$ cat config.mk
export PLATFORM = sky130hd
export DESIGN_NAME = decoder
export DESIGN_NICKNAME = d
export VERILOG_FILES = /design/src/rtl/decoder.sv
export SDC_FILE = /design/constraint.sdc
export NUM_CORES = 1
export LEC_CHECK = 0
export ABC_AREA = 0
export CAP_MARGIN = 20
export CORE_MARGIN = 2
export CORE_UTILIZATION = 25
export CTS_CLUSTER_DIAMETER = 120
export DETAILED_ROUTE_END_ITERATION = 7
export PLACE_DENSITY = 0.72
export SLEW_MARGIN = 10
export SYNTH_ARGS = -nofsm -noshare
export SYNTH_HDL_FRONTEND = slang
export SYNTH_SLANG_ARGS = --single-unit
$ cat constraint.sdc
create_clock -name CLK -period 0.8 [get_ports CLK]
set_input_delay 0.12 -clock CLK [delete_from_list [all_inputs] [get_ports CLK]]
set_output_delay 0.12 -clock CLK [all_outputs]
set_load 0.01 [all_outputs]
$ cat src/rtl/decoder.sv
// Instruction decode stage: registered control flags, ALU op, branch/jump target, forwarded operands.
// Optional operand forwarding is enabled by defining DECODER_FWD_EN.
module decoder #(
   parameter TAG = "1"
) (
   input  logic        CLK,
   input  logic        RESET,
   input  logic [31:0] Instr,
   input  logic [31:0] Instr_PC_Plus4,
   input  logic [31:0] RegValA,
   input  logic [31:0] RegValB,
   input  logic [31:0] ALUVal,
   input  logic [31:0] MEMVal,
   input  logic [31:0] WBVal,
   input  logic [1:0]  SelA,
   input  logic [1:0]  SelB,
   output logic        Link,
   output logic        RegDest,
   output logic        Jump,
   output logic        Branch,
   output logic        MemRead,
   output logic        MemWrite,
   output logic        ALUSrc,
   output logic        RegWrite,
   output logic        JumpRegister,
   output logic        SignOrZero,
   output logic        Syscall,
   output logic [5:0]  ALUControl,
   output logic [31:0] NextAddr,
   output logic [31:0] FwdA,
   output logic [31:0] FwdB
);

   logic [5:0]  opcode;
   logic [5:0]  funct;
   logic [4:0]  rt;
   logic        is_r, is_regimm, is_imm, is_load, is_store, known, link_branch;
   logic        d_link, d_regdest, d_jump, d_branch, d_memread, d_memwrite;
   logic        d_alusrc, d_regwrite, d_jr, d_soz, d_sys;
   logic [5:0]  d_aluc;
   logic [31:0] d_next, d_fwd_a, d_fwd_b;
   logic [31:0] imm_ext;
   logic        unused_tag;

   assign opcode     = Instr[31:26];
   assign rt         = Instr[20:16];
   assign funct      = Instr[5:0];
   assign unused_tag = ^TAG;

`ifdef DECODER_FWD_EN
   always_comb begin
      d_fwd_a = RegValA;
      d_fwd_b = RegValB;
      case (SelA)
         2'd1:    d_fwd_a = ALUVal;
         2'd2:    d_fwd_a = MEMVal;
         2'd3:    d_fwd_a = WBVal;
         default: d_fwd_a = RegValA;
      endcase
      case (SelB)
         2'd1:    d_fwd_b = ALUVal;
         2'd2:    d_fwd_b = MEMVal;
         2'd3:    d_fwd_b = WBVal;
         default: d_fwd_b = RegValB;
      endcase
   end
`else
   logic unused_fwd;
   assign unused_fwd = ^{SelA, SelB, ALUVal, MEMVal, WBVal};
   assign d_fwd_a    = RegValA;
   assign d_fwd_b    = RegValB;
`endif

   always_comb begin
      is_r        = (opcode == 6'h00);
      is_regimm   = (opcode == 6'h01);
      is_imm      = (opcode inside {[6'h08:6'h0F]});
      is_load     = (opcode inside {[6'h20:6'h26], 6'h30});
      is_store    = (opcode inside {[6'h28:6'h2B], 6'h2E, 6'h38});
      known       = (opcode inside {[6'h00:6'h0F]}) || is_load || is_store;
      link_branch = is_regimm && (rt == 5'h10 || rt == 5'h11);

      // Every flag is qualified by a recognised opcode, so unknown opcodes decode to all-zero flags.
      d_jr       = is_r && (funct == 6'h08 || funct == 6'h09);
      d_jump     = (opcode == 6'h02) || (opcode == 6'h03) || d_jr;
      d_branch   = is_regimm || (opcode inside {[6'h04:6'h07]});
      d_link     = (opcode == 6'h03) || (is_r && funct == 6'h09) || link_branch;
      d_regdest  = is_r;
      d_alusrc   = is_imm || is_load || is_store;
      d_memread  = is_load;
      d_memwrite = is_store;
      d_regwrite = (is_r && !(funct inside {6'h08, 6'h0C, 6'h11, 6'h13, [6'h18:6'h1B]}))
                   || is_imm || is_load || (opcode == 6'h38) || (opcode == 6'h03) || link_branch;
      d_soz      = known && !(opcode inside {[6'h0C:6'h0E]});
      d_sys      = is_r && (funct == 6'h0C);
      d_aluc     = is_r ? funct : opcode;

      imm_ext = {{14{Instr[15]}}, Instr[15:0], 2'b00};
      if (d_jr)
         d_next = d_fwd_a;
      else if (d_jump)
         d_next = {Instr_PC_Plus4[31:28], Instr[25:0], 2'b00};
      else
         d_next = Instr_PC_Plus4 + imm_ext;
   end

   always_ff @(posedge CLK or negedge RESET) begin
      if (!RESET) begin
         Link         <= 1'b0;
         RegDest      <= 1'b0;
         Jump         <= 1'b0;
         Branch       <= 1'b0;
         MemRead      <= 1'b0;
         MemWrite     <= 1'b0;
         ALUSrc       <= 1'b0;
         RegWrite     <= 1'b0;
         JumpRegister <= 1'b0;
         SignOrZero   <= 1'b0;
         Syscall      <= 1'b0;
         ALUControl   <= '0;
         NextAddr     <= '0;
         FwdA         <= '0;
         FwdB         <= '0;
      end else begin
         Link         <= d_link;
         RegDest      <= d_regdest;
         Jump         <= d_jump;
         Branch       <= d_branch;
         MemRead      <= d_memread;
         MemWrite     <= d_memwrite;
         ALUSrc       <= d_alusrc;
         RegWrite     <= d_regwrite;
         JumpRegister <= d_jr;
         SignOrZero   <= d_soz;
         Syscall      <= d_sys;
         ALUControl   <= d_aluc;
         NextAddr     <= d_next;
         FwdA         <= d_fwd_a;
         FwdB         <= d_fwd_b;
      end
   end

endmodule

==> flow_summary.toml <==
[synthesis]
yosysSeqAreaShare_pct = 54.72
ys_ff_latch = 113
syn_area_um2 = 5167
ys_warn_count = 0
synth_common_cells = "113 x dfrtp_1, 50 x a21oi_1, 39 x nand2_1, 36 x nor2_1, 36 x o21ai_0"
synth.avg_cell_area_um2 = 10.86
post-synth-top-count-cell = "dfrtp_1"
synth.distinct_cells = 59
ys.flop_type = "dfrtp_1"
synthArstFlopShare_pct = 100.0
synth_top_area_share_pct = 54.72
synthCells = 476
synth_edf_count = 0
synth_fp_nets = 736
yosys-top-cells-area = "dfrtp_1 55%, ha_1 7.0%, a21oi_1 4.8%"
synth_largest_area_cell = "dfrtp_1"

[job]
cap_violations = 0

[die]
die_h_um = 147.8
fp.coreArea_um2 = 20230
core.rowCount = 52
initial_core_util_pct = 25.54
ios = 343
die_area_um2 = 21840
die_w_um = 147.8

[worst_setup_path]
crit_chain = "dlygate4sd2_1 -> ha_4 -> o21ai_2 -> a211o_1 -> a21o_1 -> o41ai_4 -> o221ai_2 -> xnor2_2 -> a22oi_1 -> a21bo_1"
cp-start-kind = "input port"
cp.required_ns = 1.10
critical_path.max_stage_delay_ns = 0.32
cp.depth = 10
cp.arrival_ns = 2.29
crit_slowest_cell = "a211o_1"
endpoint = "NextAddr[31]"
crit_start = "Instr_PC_Plus4[6]"
crit_family = "compound AO/OA/AOI/OAI gates"
path_max_fanout = 3
cp_num_buf_inv = 1
end_kind = "flip-flop"
crit_type = "input port to flip-flop"

[placed_design]
dp_slack_ns = -2.084
io_buffers = 242
dp_hpwl_um = 16060
routabilityCongestion = 0.8644

[detailed_routing]
drc_errors = 0
vias_per_cell = 4.707
wl_um = 22760
drtAntennaViolNets = 0
drtIter0Drc = 323
wl_per_cell_um = 19.05
first_pass_iters = 5
via_count = 5625

[clock_network]
clk_pin_slew_ns = 0.06
cts_buffers = 17
cts.sinks = 113
clk_path_buf_depth = 2
cts_tree = "done"
root_buffer = "clkbuf_16"
cts_max_level = 4

[global_route]
grt_pass1_vias = 5918
grt_max_degree = 55
grt_pass1_wl_um = 33480
grt_overflow = 0
antenna_found_initial = 2
grt_usage_pct = 20.22

[finish]
nNetsFinal = 1170
drive_above_1_share_pct = 55.47
fillCellCount = 1673
area_growth_pct = 109.2

[run_status]
violations = "setup timing"
outcome = "complete, but fails checks"

[power]
p_leak_nw = 4.930
power_mw = 19.65
vdd_drop_max_uv = 1012
power.density_nw_per_um2 = 1817

[timing]
max_freq_mhz = 502.4
worstMarginPinSlew_ns = 0.3621
finalSetupViolCount = 157
holdWs_ns = 0.03447
layout_setup_ws_ns = -1.190
hold_viol_final = 0
timing.final.crit_share_pct = 248.8
period_minus_slack_ns = 1.990
slew_viol_final = 0
slew_headroom_pct = 75.76
rsz0062_at_grt = "true"

[hold_path]
worstHoldPathType = "input port to flip-flop"
state kept, by name (all words and copies together) (netlist names):
register / flops
FwdA: 32
Branch: 1
Syscall: 1
FwdB: 32
NextAddr: 32
Jump: 1
ALUSrc: 1
ALUControl: 6
MemWrite: 1
MemRead: 1
RegWrite: 1
SignOrZero: 1
RegDest: 1
JumpRegister: 1
Link: 1
through the flow:
stage / std cells / utilization, % / TNS, ns / area, µm²
5_1_grt: 1195 / 53.43 / -62.68 / 10810
3_3_place_gp: 1123 / 46.38 / -87.91 / 9384
6_report: 1195 / 53.43 / -56.95 / 10810
4_1_cts: 1181 / 51.81 / -55.96 / 10480
3_5_place_dp: 1123 / 46.38 / -89.03 / 9384
2_1_floorplan: 476 / - / -37.48 / 5552
kinds of logic after synthesis:
family / synth area share (%)
AO/OA/AOI/OAI: 19.83
AND/OR/NAND/NOR: 10.68
flip-flops: 54.72
adder cells (fa/ha/maj): 7.409
buffers and inverters: 2.179
XOR/XNOR: 4.213
multiplexers: 0.9686
power breakdown:
group | switching, mW | total (mW) | internal (mW)
clock network | 2.85 | 7.36 | 4.51
registers | 0.205 | 6.45 | 6.24
logic | 2.65 | 5.84 | 3.19
total | 5.71 | 19.6 | 13.9
final cells by class:
| type | instances | area [µm²] | area share, % |
|---|---|---|---|
| tap | 270 | 337.8 | 3.125 |
| multi-input combinational | 335 | 3221 | 29.79 |
| inverter | 8 | 30.03 | 0.2778 |
| timing repair buffer | 435 | 3815 | 35.29 |
| clock inverter | 12 | 107.6 | 0.9954 |
| antenna | 2 | 5.005 | 0.04630 |
| sequential | 113 | 2828 | 26.16 |
| clock buffer | 20 | 466.7 | 4.317 |
cells in the final DEF, fill, tap and decap left out, types with 14 or more instances in the layout:
cell type	netlist	layout
a21o_1	14	14
a21oi_1	50	23
a21oi_2	0	21
a22oi_1	14	14
buf_2	6	75
buf_4	0	151
buf_6	0	91
clkbuf_16	0	17
clkdlybuf4s50_1	0	79
dfrtp_1	113	113
dlygate4sd2_1	0	15
ha_4	0	24
nand2_1	39	26
nor2_1	36	28
o21ai_1	3	21
o21ai_2	0	14
routing by layer:
layer	wire length (µm)	global-route usage, %	vias up
li1	-	-	2602
met1	9044	25.11	2768
met2	11770	34.56	206
met3	1193	3.611	49
met4	757	8.750	0
met5	0	0	-
worst min-delay path by stage:
stage	from	end	slack, ns	cells after the start
6_report	Instr[29]	ALUControl[3]	0.03	3
3_5_place_dp	RESET	NextAddr[3]	0.13	2
4_1_cts	Instr[0]	Syscall	0.01	3
5_1_grt	Instr[29]	ALUControl[3]	0.03	3
3_3_place_gp	RESET	NextAddr[3]	0.13	2
2_1_floorplan	RESET	ALUControl[0]	-0.18	0
what timing repair did:
| item | 4_1_cts | 5_1_grt |
|---|---|---|
| setup endpoints to repair | 162 | 159 |
| setup buffers | 30 | 23 |
| hold buffers | 1 | 0 |
| pin swaps | 117 | 74 |
| gates resized for setup | 795 | 61 |
| cloned | 2 | 0 |
| endpoints found under the hold margin | 113 | 0 |
No activity file was read; power rests on OpenSTA's default activity.
==> RTL change 1 (config.mk and constraints unchanged) <==
Register the inputs `Instr` and `Instr_PC_Plus4` before use, with the module's reset. The logic sees them one clock later. The other inputs are not delayed to match.
--- a/src/rtl/decoder.sv
+++ b/src/rtl/decoder.sv
@@ -31,6 +31,19 @@
    output logic [31:0] FwdB
 );
 
+   logic [31:0] Instr_q;
+   logic [31:0] Instr_PC_Plus4_q;
+
+   always_ff @(posedge CLK or negedge RESET) begin
+      if (!RESET) begin
+         Instr_q          <= '0;
+         Instr_PC_Plus4_q <= '0;
+      end else begin
+         Instr_q          <= Instr;
+         Instr_PC_Plus4_q <= Instr_PC_Plus4;
+      end
+   end
+
    logic [5:0]  opcode;
    logic [5:0]  funct;
    logic [4:0]  rt;
@@ -42,9 +55,9 @@
    logic [31:0] imm_ext;
    logic        unused_tag;
 
-   assign opcode     = Instr[31:26];
-   assign rt         = Instr[20:16];
-   assign funct      = Instr[5:0];
+   assign opcode     = Instr_q[31:26];
+   assign rt         = Instr_q[20:16];
+   assign funct      = Instr_q[5:0];
    assign unused_tag = ^TAG;
 
 `ifdef DECODER_FWD_EN
@@ -95,13 +108,13 @@
       d_sys      = is_r && (funct == 6'h0C);
       d_aluc     = is_r ? funct : opcode;
 
-      imm_ext = {{14{Instr[15]}}, Instr[15:0], 2'b00};
+      imm_ext = {{14{Instr_q[15]}}, Instr_q[15:0], 2'b00};
       if (d_jr)
          d_next = d_fwd_a;
       else if (d_jump)
-         d_next = {Instr_PC_Plus4[31:28], Instr[25:0], 2'b00};
+         d_next = {Instr_PC_Plus4_q[31:28], Instr_q[25:0], 2'b00};
       else
-         d_next = Instr_PC_Plus4 + imm_ext;
+         d_next = Instr_PC_Plus4_q + imm_ext;
    end
 
    always_ff @(posedge CLK or negedge RESET) begin
Function: changed (Yosys sat finds a counterexample within 4 cycles, from zero or initial values and one cycle with RESET low).
==> RTL change 1 against the unedited design <==
The run still ends with setup timing left. Total power increased by 18%. Cell area increased by 14%. Wire length increased by 3.7%. Final cell count increased by 15%. Global-route usage decreased by 4.6 points. Sequential cell count increased by 64. Setup slack got worse by 0.43 ns. Critical path depth unchanged. Synthesized area increased by 35%. Clock power increased by 6.9%. Worst hold slack improved by 0.074 ns. Largest power group is now registers.
==> RTL change 1: results (changes against the unedited design) <==
Parameter                              Value

Status
  Status ... finished, violations left
  Failing checks ... setup timing

Placed design
  GPL Wtd Cong ... 0.8560 (-0.97%)
  HPWL after detailed placement ... 17.63 mm (+9.8%)
  Placed inst area ... 0.01101 mm^2 (+17%)

Route
  Number of vias in the routed layout ... 5,987 (+6.4%)
  DRT Pass-1 Iters ... 4 (-1)
  WL/cell ... 17.14 um (-10%)

Clock tree
  Post-cts repair resize count ... 573 (-28%)

Synth
  Synth Area in Compound Gates ... 14.95% (-4.9 points)
  Post-synthesis net count ... 825 (+12%)
  Synthesized-area fraction occupied by xor and xnor cells ... 2.893% (-1.3 points)
  Biggest area contributors in the synthesized netlist ... sky130_fd_sc_hd__dfrtp_1 64%, sky130_fd_sc_hd__ha_1 5.2%, sky130_fd_sc_hd__a21oi_1 3.4%

Setup path
  Maximum single-stage delay on the critical path ... 0.41 ns (+0.09 ns)
  CP max-delay cell ... sky130_fd_sc_hd__dfrtp_1
  Data arrival time at the worst-slack endpoint ... 2.73 ns (+0.44 ns)
  Biggest fanout along the worst timing path ... 4 (+1)

STA
  Setup TNS ... -84.86 ns (-27.91 ns)
  Setup slack of the critical path after layout ... -1.618 ns (-0.4271 ns)
  Setup-violating endpoint count in the final report ... 162 (+3.2%)
  Transition time of the tightest slew-check pin ... 0.3988 ns (+0.03676 ns)

Power and ir drop
  Cell leakage power ... 5.559 nW (+13%)

Hold path
  Hold Crit Class ... in2async

GRT
  Total GRT Usage ... 15.63% (-4.6 points)
  Antenna violations before repair ... 1 (-1)
-- RTL change 1: layout make-up --
cell class                 count  area, um^2  share of cell area, %
multi-input combinational    354        3022                  24.60
inverter                      15       68.82                 0.5602
tap                          378       473.0                  3.850
clock inverter                12       111.4                 0.9065
sequential                   177        4434                  36.10
timing repair buffer         422        3730                  30.36
antenna                        1       2.502                0.02037
clock buffer                  19       442.9                  3.606
-- RTL change 1: per-stage QoR --
| step | cells | worst slack, ns |
|---|---|---|
| global placement | 1306 | -1.672 |
| global route | 1378 | -1.715 |
| detailed placement | 1306 | -1.731 |
| CTS | 1355 | -1.706 |
| finish | 1378 | -1.618 |
| floorplan | 565 | -1.491 |
-- RTL change 1: power breakdown --
part,switching (mW),internal [mW]
Combinational,2.48,2.90
Clock,3.51,4.35
Sequential,0.325,9.64
-- RTL change 1: path summary, 6_finish.rpt --
path	slack, ns	from	depth (start not counted)	to
setup / recovery	-1.62	Instr_q[0]	10	NextAddr[16]
hold / removal	0.11	RESET	2	Instr_q[5]
setup reg to reg	-1.62	Instr_q[0]	10	NextAddr[16]
hold reg to reg	0.48	Instr_PC_Plus4_q[1]	2	NextAddr[1]
max in group asynchronous	0.20	RESET	3	NextAddr[2]
min in group CLK	0.12	Instr_PC_Plus4[12]	1	Instr_PC_Plus4_q[12]
-- RTL change 1: layer usage --
| layer | vias to the layer above | track usage (%) | wire length [um] |
|---|---|---|---|
| met2 | 180 | 26.56 | 11760 |
| met1 | 2929 | 18.65 | 9739 |
| met3 | 31 | 4.441 | 1515 |
| li1 | 2847 | - | - |
| met5 | - | 0 | 0 |
| met4 | 0 | 6.301 | 602 |
==> RTL change 2 (same settings) <==
Made on the original files. Add a define of `DECODER_FWD_EN`.
--- a/src/rtl/decoder.sv
+++ b/src/rtl/decoder.sv
@@ -1,5 +1,7 @@
 // Instruction decode stage: registered control flags, ALU op, branch/jump target, forwarded operands.
 // Optional operand forwarding is enabled by defining DECODER_FWD_EN.
+`define DECODER_FWD_EN
+
 module decoder #(
    parameter TAG = "1"
 ) (
Function: changed (a bounded check fails within 4 cycles, from zero or initial values and one cycle with RESET low).
==> RTL change 2 against the unedited design <==
The run still ends with setup timing left. Sequential share of layout area fell by 4.9 points. Sequential cell count did not move. Wire length rose by 39%. Largest cell class unchanged. Largest power group unchanged. Total power rose by 11%. Critical path depth rose by 3. Synthesized area rose by 30%. Clock power rose by 3.8%. First-iteration DRC count rose by 41%. Critical path type unchanged. Setup slack got worse by 0.41 ns. Cell area rose by 23%. Count of clock-buffer cells in the layout rose by 2. Final cell count rose by 20%.
==> RTL change 2: results (changes against the unedited design) <==
Parameter                              Value

Status
  Status ... finished, violations left
  Failing checks ... setup timing

Synth
  Register area share after synthesis ... 42.01% (-13 points)
  Leading post-synthesis cells by instance count ... 113 x sky130_fd_sc_hd__dfrtp_1, 64 x sky130_fd_sc_hd__mux4_2, 44 x sky130_fd_sc_hd__a21oi_1
  Number of distinct library cells after synthesis ... 55 (-6.8%)
  Post-synthesis net count ... 824 (+12%)
  Mapped Cells ... 564 (+18%)
  Biggest area contributors in the synthesized netlist ... sky130_fd_sc_hd__dfrtp_1 42%, sky130_fd_sc_hd__mux4_2 21%, sky130_fd_sc_hd__ha_1 5.4%
  Total of warnings raised by yosys ... 0 (unchanged)
  Async SR Flop Fraction ... 100.0% (unchanged)

Hold path
  Hold Crit Class ... in2reg

Route
  Routed WL ... 31.62 mm (+39%)
  DRT Pass-1 Iters ... 7 (+2)
  DR iter-0 viols ... 457 (+41%)
  Average via count per standard cell ... 4.951 (+5.2%)

Power and ir drop
  Maximum VDD drop ... 1.085 mV (+7.2%)
  Cell leakage power ... 5.946 nW (+21%)

Layout
  Total of fill cells in the finished design ... 2,425 (+45%)
  Registers with the most flip-flops ... FwdA x32, FwdB x32, NextAddr x32
  Nets ... 1,342 (+15%)
  Share of layout cells above drive strength 1 ... 49.91% (-5.6 points)
  Number of cells in the finished layout apart from fillers ... 1,435 (+20%)
  Antenna fix cells ... 0 (-2)

GRT
  Largest net degree at the start of global routing ... 44 (-20%)
  Antenna violations before repair ... 1 (-1)
  Number of global-route vias before repair ... 7,722 (+30%)
  Wire length of the first global-routing pass ... 46.53 mm (+39%)
  Met3 layer usage reported by global route ... 6.370% (+2.8 points)
  Routing usage on met1 ... 26.13% (+1.0 points)
  Met2 GRT Util ... 38.74% (+4.2 points)
  Total GRT Usage ... 22.26% (+2.0 points)

STA
  Setup slack of the critical path after layout ... -1.605 ns (-0.4142 ns)
  Max-slew headroom at the worst pin ... 71.16% (-4.6 points)
  Setup TNS ... -58.42 ns (-1.477 ns)
  Setup-violating endpoint count in the final report ... 170 (+8.3%)
  Final hold viol count ... 0 (unchanged)

Setup path
  Biggest fanout along the worst timing path ... 2 (-1)
  Maximum single-stage delay on the critical path ... 0.42 ns (+0.10 ns)
  Data arrival time at the worst-slack endpoint ... 2.72 ns (+0.43 ns)
  CP max-delay cell ... sky130_fd_sc_hd__fa_2

Placed design
  Post-Place Worst Slack ... -2.405 ns (-0.3218 ns)
  Number of I/O port buffers ... 342 (+41%)
  HPWL after detailed placement ... 24.21 mm (+51%)
  GPL Wtd Cong ... 0.9121 (+5.5%)
  Placed inst area ... 0.01179 mm^2 (+26%)

Clock tree
  Number of buffers added by the clock tree synthesis step ... 17 (unchanged)
RTL change 2: changes by cell type after synthesis, moves of 4 or more:
cell / change
sky130_fd_sc_hd__clkbuf_1: +7
sky130_fd_sc_hd__xnor2_1: +4
sky130_fd_sc_hd__nor3_1: +7
sky130_fd_sc_hd__o22ai_1: +7
sky130_fd_sc_hd__buf_2: -5
sky130_fd_sc_hd__a21oi_1: -6
sky130_fd_sc_hd__mux4_2: +64
sky130_fd_sc_hd__a21o_1: +5
sky130_fd_sc_hd__or3_1: -4
sky130_fd_sc_hd__o21ai_0: +5
sky130_fd_sc_hd__mux2i_1: -5
sky130_fd_sc_hd__buf_1: +7
RTL change 2: logic make-up (layout without fill, tap and decap cells):
logic type | after synthesis | after routing | share of synthesized area [%]
fa+ha+maj | 30 | 30 | 5.688
flops | 113 | 113 | 42.01
mux | 65 | 65 | 21.58
xor+xnor | 24 | 24 | 3.123
simple gates | 128 | 128 | 9.461
buf+inv | 43 | 573 | 3.011
compound gates | 161 | 161 | 15.13
RTL change 2: final cells by class:
| class | count | area (um^2) | share of cell area [%] |
|---|---|---|---|
| repair buffers | 533 | 5006 | 37.59 |
| multi-input cells | 408 | 4417 | 33.16 |
| flip-flops and latches | 113 | 2828 | 21.23 |
| clock buffers | 22 | 484.2 | 3.636 |
| well taps | 341 | 426.7 | 3.203 |
| clock inverters | 9 | 106.4 | 0.7985 |
| inverters | 9 | 51.30 | 0.3852 |
RTL change 2: per-layer routing:
metal | part of all wire (%) | wire length, um
met5 | 0.041 | 13
met4 | 3.3 | 1034
met3 | 7.8 | 2459
met2 | 51 | 16030
met1 | 38 | 12080
RTL change 2: path summary, 6_finish.rpt:
path,startpoint,endpoint,slack (ns),cells past startpoint
max in group asynchronous,RESET,FwdB[29],0.21,3
min in group asynchronous,RESET,FwdB[4],0.09,2
hold / removal,Instr[28],RegDest,0.03,3
setup / recovery,Instr[0],NextAddr[28],-1.60,13
RTL change 2: report_power, final:
group / internal, mW / switching (mW)
logic: 4.19 / 3.26
clock network: 4.88 / 2.76
registers: 6.41 / 0.300
total: 15.5 / 6.32
RTL change 2: critical path: cells and delay by family:
| kind | cells | cell delay, ns |
|---|---|---|
| compound gates | 8 | 1.70 |
| fa+ha+maj | 2 | 0.58 |
| xor+xnor | 1 | 0.14 |
| buf+inv | 1 | 0.10 |
| simple gates | 1 | 0.07 |
RTL change 2: what timing repair did:
item                                    in CTS  in global routing
resized for setup                          817                 92
endpoints found under the setup margin     192                180
buffers inserted                            28                 16
endpoints found under the hold margin      114                  0
gates cloned                                 3                  1
hold buffers                                 2                  0
pin swaps                                   80                 52
